### src/rtl/uart_pkg.sv
// Shared UART definitions: receiver state encoding and the default baud
// constants that the rx and tx ends of the link both use.
package uart_pkg;

    // Default link setup: 100 MHz clock, 115200 baud.
    localparam int UART_CLOCKS_PER_BAUD = 868;
    localparam int UART_TIMER_BITS      = 32;

    // Frame payload width plus one (8 data bits -> 9).
    localparam int UART_BW              = 9;

    // Receiver states. ST_BREAK is only reachable when the break detector
    // is built in; otherwise it is simply never entered.
    typedef enum logic [2:0] {
        ST_IDLE  = 3'd0,
        ST_START = 3'd1,
        ST_DATA  = 3'd2,
        ST_STOP  = 3'd3,
        ST_BREAK = 3'd4
    } uart_rx_state_t;

    // Timer load that lands the first sample in the middle of the start bit.
    function automatic int half_baud_load(input int clocks_per_baud);
        return clocks_per_baud / 2 - 1;
    endfunction

endpackage

### src/rtl/uart_rx_frame_sync2.sv
// Two-flop synchronizer for an asynchronous single-bit input.
// Both flops load RESET_VAL on reset so the output starts at a known level.
module sync2 #(
    parameter logic RESET_VAL = 1'b1
) (
    input  logic clk,
    input  logic srst,
    input  logic d,
    output logic q
);

    logic meta_reg;
    logic q_reg;

    // Shift the raw input through two flops to settle metastability.
    always_ff @(posedge clk) begin
        if (srst) begin
            meta_reg <= RESET_VAL;
            q_reg    <= RESET_VAL;
        end else begin
            meta_reg <= d;
            q_reg    <= meta_reg;
        end
    end

    assign q = q_reg;

endmodule

### src/rtl/uart_rx_frame.sv
// 8N1 UART receiver: mid-bit sampling, start-glitch rejection, stop-bit
// framing error detection, one-cycle valid pulse on each good byte.
// Optional feature: define UART_RX_BREAK_EN to add the BREAK state and the
// o_break level output, which parks the receiver after a framing error until
// the line returns high. CLOCKS_PER_BAUD must be at least 4.
module uart_rx_frame
    import uart_pkg::*;
#(
    parameter int BW              = UART_BW,
    parameter int TIMER_BITS      = UART_TIMER_BITS,
    parameter int CLOCKS_PER_BAUD = UART_CLOCKS_PER_BAUD
) (
    input  logic          clk,
    input  logic          i_reset,
    input  logic          i_rx,
    output logic          o_valid,
    output logic [BW-2:0] o_data,
    output logic          o_frame_err
`ifdef UART_RX_BREAK_EN
    ,
    output logic          o_break
`endif
);

    localparam int DW = BW - 1;
    localparam int CW = $clog2(DW + 1);

    localparam logic [TIMER_BITS-1:0] TIMER_FULL = TIMER_BITS'(CLOCKS_PER_BAUD - 1);
    localparam logic [TIMER_BITS-1:0] TIMER_HALF = TIMER_BITS'(half_baud_load(CLOCKS_PER_BAUD));
    localparam logic [CW-1:0]         CNT_LAST   = CW'(DW - 1);

    logic line;

    uart_rx_state_t          state_reg;
    logic [TIMER_BITS-1:0]   timer_reg;
    logic [CW-1:0]           bit_cnt_reg;
    logic [DW-1:0]           shreg_reg;
    logic [DW-1:0]           data_reg;
    logic                    valid_reg;
    logic                    ferr_reg;
`ifdef UART_RX_BREAK_EN
    logic                    break_reg;
`endif

    // Bring the pad into the clock domain; idle level is high.
    sync2 #(
        .RESET_VAL (1'b1)
    ) u_sync (
        .clk  (clk),
        .srst (i_reset),
        .d    (i_rx),
        .q    (line)
    );

    // Frame FSM: bit timing, deserialization and the output pulses.
    always_ff @(posedge clk) begin
        if (i_reset) begin
            state_reg   <= ST_IDLE;
            timer_reg   <= '0;
            bit_cnt_reg <= '0;
            shreg_reg   <= '0;
            data_reg    <= '0;
            valid_reg   <= 1'b0;
            ferr_reg    <= 1'b0;
`ifdef UART_RX_BREAK_EN
            break_reg   <= 1'b0;
`endif
        end else begin
            // Pulses last exactly one clock unless re-asserted below.
            valid_reg <= 1'b0;
            ferr_reg  <= 1'b0;

            case (state_reg)
                ST_IDLE: begin
                    // Falling edge of a start bit: wait half a bit to centre.
                    if (!line) begin
                        timer_reg <= TIMER_HALF;
                        state_reg <= ST_START;
                    end
                end

                ST_START: begin
                    if (timer_reg != '0) begin
                        timer_reg <= timer_reg - 1'b1;
                    end else if (!line) begin
                        // Start bit still low at its centre: a real frame.
                        timer_reg   <= TIMER_FULL;
                        bit_cnt_reg <= '0;
                        state_reg   <= ST_DATA;
                    end else begin
                        // Line already back high: treat as a glitch.
                        state_reg <= ST_IDLE;
                    end
                end

                ST_DATA: begin
                    if (timer_reg != '0) begin
                        timer_reg <= timer_reg - 1'b1;
                    end else begin
                        // LSB arrives first, so shift in from the top.
                        shreg_reg   <= {line, shreg_reg[DW-1:1]};
                        bit_cnt_reg <= bit_cnt_reg + 1'b1;
                        timer_reg   <= TIMER_FULL;
                        if (bit_cnt_reg == CNT_LAST) begin
                            state_reg <= ST_STOP;
                        end
                    end
                end

                ST_STOP: begin
                    if (timer_reg != '0) begin
                        timer_reg <= timer_reg - 1'b1;
                    end else if (line) begin
                        data_reg  <= shreg_reg;
                        valid_reg <= 1'b1;
                        state_reg <= ST_IDLE;
                    end else begin
                        // Stop bit low: report it and keep the last good byte.
                        ferr_reg  <= 1'b1;
`ifdef UART_RX_BREAK_EN
                        break_reg <= 1'b1;
                        state_reg <= ST_BREAK;
`else
                        state_reg <= ST_IDLE;
`endif
                    end
                end

`ifdef UART_RX_BREAK_EN
                ST_BREAK: begin
                    // Park here while the line is held low so a long break
                    // does not look like a stream of bad frames.
                    if (line) begin
                        break_reg <= 1'b0;
                        state_reg <= ST_IDLE;
                    end
                end
`endif

                default: begin
                    state_reg <= ST_IDLE;
                end
            endcase
        end
    end

    assign o_valid     = valid_reg;
    assign o_data      = data_reg;
    assign o_frame_err = ferr_reg;
`ifdef UART_RX_BREAK_EN
    assign o_break     = break_reg;
`endif

endmodule

### config.mk
export PLATFORM = sky130hd
export DESIGN_NAME = uart_rx_frame
export DESIGN_NICKNAME = d
export VERILOG_FILES = /design/src/rtl/uart_pkg.sv /design/src/rtl/uart_rx_frame_sync2.sv /design/src/rtl/uart_rx_frame.sv
export SDC_FILE = /design/constraint.sdc
export NUM_CORES = 1
export LEC_CHECK = 0
export ABC_AREA = 0
export CORE_ASPECT_RATIO = 1.1
export CORE_MARGIN = 2
export CORE_UTILIZATION = 40
export DETAILED_ROUTE_END_ITERATION = 10
export PLACE_DENSITY = 0.69
export SYNTH_ARGS = -nofsm -noshare
export SYNTH_HDL_FRONTEND = slang
export SYNTH_SLANG_ARGS = --single-unit
### constraint.sdc
create_clock -name clk -period 2.7 [get_ports clk]
set_input_delay 0.27 -clock clk [delete_from_list [all_inputs] [get_ports clk]]
set_output_delay 0.27 -clock clk [all_outputs]
set_load 0.02 [all_outputs]
==> metrics.cfg, run 1 <==
[yosys]
ys_types = 45
ys_warn_count = 0
syn_area_mm2 = 0.002917
synth_edf_count = 0
synth_top_area_share_pct = 39.81
yosys.area_share.adder_pct = 3.003
synth_top_area_cell = dfxtp_1
yosysSeqAreaShare_pct = 39.81
synthesis.instances = 358
synth_simple_gate_area_share_pct = 31.62
synth_mux_area_share_pct = 1.030
ys_seq_elements = 58
synth_nets = 368
synth_top_family_by_area = simple AND/OR/NAND/NOR gates
async_reset_ff_share_pct = 0
synth-compound-area-share_pct = 14.67
synthFlopType = dfxtp_1
netlist_top_cells_area = dfxtp_1, a21oi_1, nand2_1
synth_area_per_cell_um2 = 8.147
synth_xor_area_share_pct = 5.405

[routing]
drc = 0
final_antenna_net_count = 0
routed_wire_length_per_instance_um = 13.57
drtIter0Drc = 122
vias = 2562
via_per_inst = 5.463
drt_wl_total_mm = 6.364
first_pass_iters = 4

[power]
power_density_mw_per_mm2 = 768.2
pwr-share-seq_pct = 35.2
intPower_mw = 1.790
p_comb_share_pct = 30.8
power.share.clock_pct = 34.0
ir_drop_uv = 403.3
switching_power_uw = 889.8
swShare_pct = 33.21
p_leak_nw = 1.266
finalPower_mw = 2.680

[critical_path]
cp_num_cells = 9
cp_cell_sequence = inv_2 > ha_2 > or3b_1 > or3_4 > nor4_4 > buf_4 > o22ai_2 > or4_1 > o31ai_1
critPathTopFamily = simple AND/OR/NAND/NOR gates
cp.arrival_ps = 2880
slowest_delay_ps = 490
cp.required_ps = 2950
cp_slowest_cell = or4_1
setup.worst_path.class = reg -> reg
start_kind = register
setup.worst_path.end_class = register
path_buf_inv = 2
critPathMaxFanout = 8
r2r_cells = 9

[placed_design]
dp_slack_ps = 20.11
portBuffers = 12
dpl-instance-area_mm2 = 0.003178
dpl.cell_count = 451
gp_congestion = 0.8415
dp_hpwl_mm = 4.446

[cells_and_area]
diodes = 0
layout_common_cells = dfxtp_1, nand2_1, a21oi_1
final_cells = 469
area_delta_synth_final_pct = 19.61
fin_nets = 389
drive_gt1_share_pct = 14.58
final.fill_count = 659
final_area_mm2 = 0.003488
largest_reg_flops = 32
final_common_cell = dfxtp_1

[clock_network]
h-tree-depth = 3
cts.path.max_buffers = 2
root_buffer = clkbuf_8
cts_inserted_buffers = 9
worstSkewPairLatency_ps = 350
clk_pin_slew_ps = 60
cts_tree = done
cts_sinks = 58

[global_routing]
grt_use_total_pct = 17.69
use_met1_pct = 22.61
use_met2_pct = 26.95
grt-ovfl-total = 0
grt_pass1_wl_mm = 11.27
grt.met3_usage_pct = 4.854
antenna_found_initial = 0
busiest_layer = met2
grt_pass1_vias = 2425
grt_max_degree = 21

[die]
initial_core_util_pct = 41.39
design.die.area_mm2 = 0.007991
die_y_um = 93.56
die_w_um = 85.42
core_area_mm2 = 0.007047
num_rows = 32
io_pins = 13

[hold_path]
holdPathStages = 1
hold_path.class = reg -> reg

[sta]
tightest_slew_ps = 661.1
rsz0062_at_grt = yes
period_needed_ps = 2625
slew_headroom_pct = 55.79
finalSetupViolations = 0
final_max_slew_viol_count = 0
fin_crit_sh_pct = 97.23
fin_skew_ps = 11.12
finalHoldViolations = 0
setup_ws_ps = 74.84
fmax_ghz = 0.3809

[status]
outcome = finished, final reports clean

[job]
drv_cap = 0

==> power groups by stage <==
stage                     Combinational (mW)  Sequential, mW  Clock, mW
after floorplan                        0.570           0.950          0
after global placement                 0.740           0.961          0
after detailed placement               0.743           0.962          0
after CTS                              0.749           0.943      0.928
after global routing                   0.915           0.951      0.965
final                                  0.825           0.944      0.910
==> cells in the mapped netlist, drive strengths merged, types with 4 or more instances <==
master  instances
nand2b          6
o21ai           9
or2             4
buf             7
inv            10
ha              7
xnor2          16
nor2           34
nand2          43
clkbuf         13
nand3           9
or3            12
nor4           15
nor3           19
a21oi          42
nand4b          4
dfxtp          58
or4            14
nand3b          4
==> per-layer routing <==
layer	wire [um]	share of wire, %	vias to the layer above
li1	-	-	1316
met1	3075	48	1193
met2	2933	46	39
met3	202	3.2	14
met4	153	2.4	0
met5	0	0	-
==> layout make-up <==
cell class	instances	area, um^2	area share, %
sequential	58	1161	33.29
clock inverter	6	90.09	2.582
clock buffer	10	137.6	3.945
multi-input combinational	270	1680	48.17
inverter	10	37.54	1.076
tap	85	106.4	3.049
timing repair buffer	30	275.3	7.891
==> per-stage QoR <==
step	util [%]	hold slack [ps]	TNS, ps
after floorplan	-	373.8	0
after global placement	45.10	402.6	0
after detailed placement	45.10	399.9	0
after CTS	48.33	419.1	0
after global routing	49.50	427.6	-15.36
final	49.50	415.6	0
==> cell families (layout without fill, tap and decap cells) <==
group / after synthesis / after routing
XOR/XNOR: 18 / 18
AO/OA/AOI/OAI: 71 / 71
multiplexers: 3 / 3
AND/OR/NAND/NOR: 171 / 171
adder cells (fa/ha/maj): 7 / 7
flip-flops: 58 / 58
buffers and inverters: 30 / 56
==> repair_timing <==
item                                    4_1_cts  5_1_grt
endpoints found under the setup margin        0       28
setup buffers                                 0        2
resized for setup                             0       14
endpoints found under the hold margin         0        0
hold buffers                                  0        0
==> worst paths after layout <==
kind / endpoint / slack, ps / from
hold / removal: u_sync.q$_SDFF_PP1_ / 420 / u_sync.meta_reg$_SDFF_PP1_
hold reg to reg: u_sync.q$_SDFF_PP1_ / 420 / u_sync.meta_reg$_SDFF_PP1_
setup / recovery: state_reg[0]$_SDFFE_PP0P_ / 70 / timer_reg[0]$_SDFFE_PP0P_
setup reg to reg: state_reg[0]$_SDFFE_PP0P_ / 70 / timer_reg[0]$_SDFFE_PP0P_
No activity file was read; power rests on OpenSTA's default activity.
==> run 2: changes to the inputs <==
--- a/config.mk
+++ b/config.mk
@@ -6,11 +6,12 @@
 export NUM_CORES = 1
 export LEC_CHECK = 0
 export ABC_AREA = 0
+export ABC_CLOCK_PERIOD_IN_PS = 2700
 export CORE_ASPECT_RATIO = 1.1
 export CORE_MARGIN = 2
-export CORE_UTILIZATION = 40
+export CORE_UTILIZATION = 30
 export DETAILED_ROUTE_END_ITERATION = 10
-export PLACE_DENSITY = 0.69
+export PLACE_DENSITY = 0.57
 export SYNTH_ARGS = -nofsm -noshare
 export SYNTH_HDL_FRONTEND = slang
 export SYNTH_SLANG_ARGS = --single-unit
==> run 2 against run 1 <==
- clock-buffer cell count fell by 1
- die area up 32%
- maximum frequency is 0.52% lower
- total power decreased by 3.7%
- cell area down 0.50%
- clock skew about the same
- combinational power fell by 1%
- sequential power hardly changed
==> metrics.cfg, run 2 (synthesized netlist as in run 1, its figures left out) <==
[die]
design.die.area_mm2 = 0.01053  ; was 0.007991 mm^2
core_area_mm2 = 0.009398  ; was 0.007047 mm^2
die_w_um = 98.01  ; was 85.42 um
die_y_um = 107.4  ; was 93.56 um
initial_core_util_pct = 31.03  ; was 41.39%
num_rows = 37  ; was 32
io_pins = 13  ; unchanged

[placed_design]
dp_hpwl_mm = 4.596  ; was 4.446 mm
gp_congestion = 0.8050  ; was 0.8415
dpl-instance-area_mm2 = 0.003233  ; was 0.003178 mm^2
dp_slack_ps = 95.05  ; was 20.11 ps
portBuffers = 12  ; unchanged

[global_routing]
grt_pass1_vias = 2485  ; was 2425
antenna_found_initial = 0  ; unchanged
grt_use_total_pct = 13.32  ; was 17.69%
grt_max_degree = 23  ; was 21
grt-ovfl-total = 0  ; unchanged
grt_pass1_wl_mm = 11.33  ; was 11.27 mm

[sta]
period_needed_ps = 2639  ; was 2625 ps
finalSetupViolations = 0  ; unchanged
fmax_ghz = 0.3789  ; was 0.3809 GHz
fin_crit_sh_pct = 97.74  ; was 97.23%
setup_ws_ps = 61.10  ; was 74.84 ps
final_max_slew_viol_count = 0  ; unchanged
fin_skew_ps = 10.70  ; was 11.12 ps
tightest_slew_ps = 425.8  ; was 661.1 ps
slew_headroom_pct = 71.61  ; was 55.79%
finalHoldViolations = 0  ; unchanged
rsz0062_at_grt = yes  ; unchanged

[clock_network]
cts.path.max_buffers = 2  ; unchanged
post_cts_buffers = 0  ; unchanged
cts_inserted_buffers = 9  ; unchanged
h-tree-depth = 3  ; unchanged
cts_sinks = 58  ; unchanged
cts_tree = done  ; unchanged
ctsResizeCount = 0  ; unchanged
root_buffer = clkbuf_8  ; unchanged
worstSkewPairLatency_ps = 350  ; about the same
postCtsHoldBufs = 0  ; unchanged
clk_pin_slew_ps = 70  ; was 60 ps

[critical_path]
slowest_delay_ps = 440  ; was 490 ps
cp_cell_sequence = inv_1 > ha_1 > or3b_1 > or3_4 > nor4_4 > buf_4 > a21oi_1 > or3_1 > a21oi_1  ; was inv_2 > ha_2 > or3b_1 > or3_4 > nor4_4 > buf_4 > o22ai_2 > or4_1 > o31ai_1
setup.worst_path.class = reg -> reg  ; unchanged
cpMostUsedCell = a21oi_1
critPathTopFamily = simple AND/OR/NAND/NOR gates  ; unchanged
critPathMaxFanout = 7  ; was 8
cp.arrival_ps = 2910  ; was 2880 ps
path_buf_inv = 2  ; unchanged
cp.required_ps = 2970  ; was 2950 ps
cp_slowest_cell = or3_4  ; was or4_1
setup.worst_path.end_class = register  ; unchanged
start_kind = register  ; unchanged

[routing]
first_pass_iters = 4  ; unchanged
drt_wl_total_mm = 6.796  ; was 6.364 mm
vias = 2574  ; was 2562
drtIter0Drc = 148  ; was 122
via_per_inst = 5.138  ; was 5.463
final_antenna_net_count = 0  ; unchanged
drc = 0  ; unchanged
routed_wire_length_per_instance_um = 13.56  ; was 13.57 um

[cells_and_area]
layout_common_cells = dfxtp_1, nand2_1, a21oi_1  ; unchanged
seqCellArea_mm2 = 0.001161  ; unchanged
largest_reg_flops = 32  ; unchanged
drive_gt1_share_pct = 14.06  ; was 14.58%
multi_input_area_mm2 = 0.001669  ; was 0.001680 mm^2
final_area_mm2 = 0.003471  ; was 0.003488 mm^2
area_delta_synth_final_pct = 19.00  ; was 19.61%
final.fill_count = 953  ; was 659
fin_nets = 389  ; unchanged
final_common_cell = dfxtp_1  ; unchanged
diodes = 0  ; unchanged

[job]
drv_cap = 0  ; unchanged

[power]
ir_drop_uv = 242.6  ; was 403.3 uV
power_density_mw_per_mm2 = 743.3  ; was 768.2 mW/mm^2
p_leak_nw = 1.235  ; was 1.266 nW

[status]
outcome = finished, final reports clean  ; unchanged

[hold_path]
hold_path.class = reg -> reg  ; unchanged

## run 2: final cells by class
class	count	area share, %
repair buffers	30	7.354
clock inverters	7	2.235
flip-flops and latches	58	33.45
inverters	10	1.081
clock buffers	9	3.569
multi-input cells	270	48.09
well taps	117	4.218
## run 2: worst register-to-register path: stages (launching register included)
cell and delay [ps]:
dfxtp_1 320, inv_1 90, ha_1 190, or3b_1 380, or3_4 440, nor4_4 410
buf_4 220, a21oi_1 70, or3_1 310, a21oi_1 140
## run 2: metal layers
metal  part of all wire, %  global-route usage, %
met1                    48                  16.93
met2                    46                  21.58
met3                   4.1                  3.636
met4                   1.5                  4.960
met5                     0                      0
## run 2: stage by stage
stage | power (mW) | hold WS (ps) | setup TNS [ps] | instances | util (%)
2_1_floorplan | 1.520 | 373.8 | 0 | 358 | -
3_3_place_gp | 1.748 | 400.1 | 0 | 485 | 34.40
3_5_place_dp | 1.748 | 396.1 | 0 | 485 | 34.40
4_1_cts | 2.590 | 414.9 | 0 | 501 | 36.55
5_1_grt | 2.737 | 436.4 | -339.7 | 501 | 36.93
6_report | 2.580 | 413.4 | 0 | 501 | 36.93
## run 2: path summary, 6_finish.rpt
path | depth (start not counted) | start | slack, ps | to
min | 1 | u_sync.meta_reg$_SDFF_PP1_ | 410 | u_sync.q$_SDFF_PP1_
max | 9 | timer_reg[0]$_SDFFE_PP0P_ | 60 | timer_reg[1]$_SDFFE_PP0P_
max reg2reg | 9 | timer_reg[0]$_SDFFE_PP0P_ | 60 | timer_reg[1]$_SDFFE_PP0P_
min reg2reg | 1 | u_sync.meta_reg$_SDFF_PP1_ | 410 | u_sync.q$_SDFF_PP1_
## run 2: report_power, final
group	internal [mW]	switching, mW
combinational	0.338	0.478
clock	0.431	0.388
sequential	0.900	0.0440
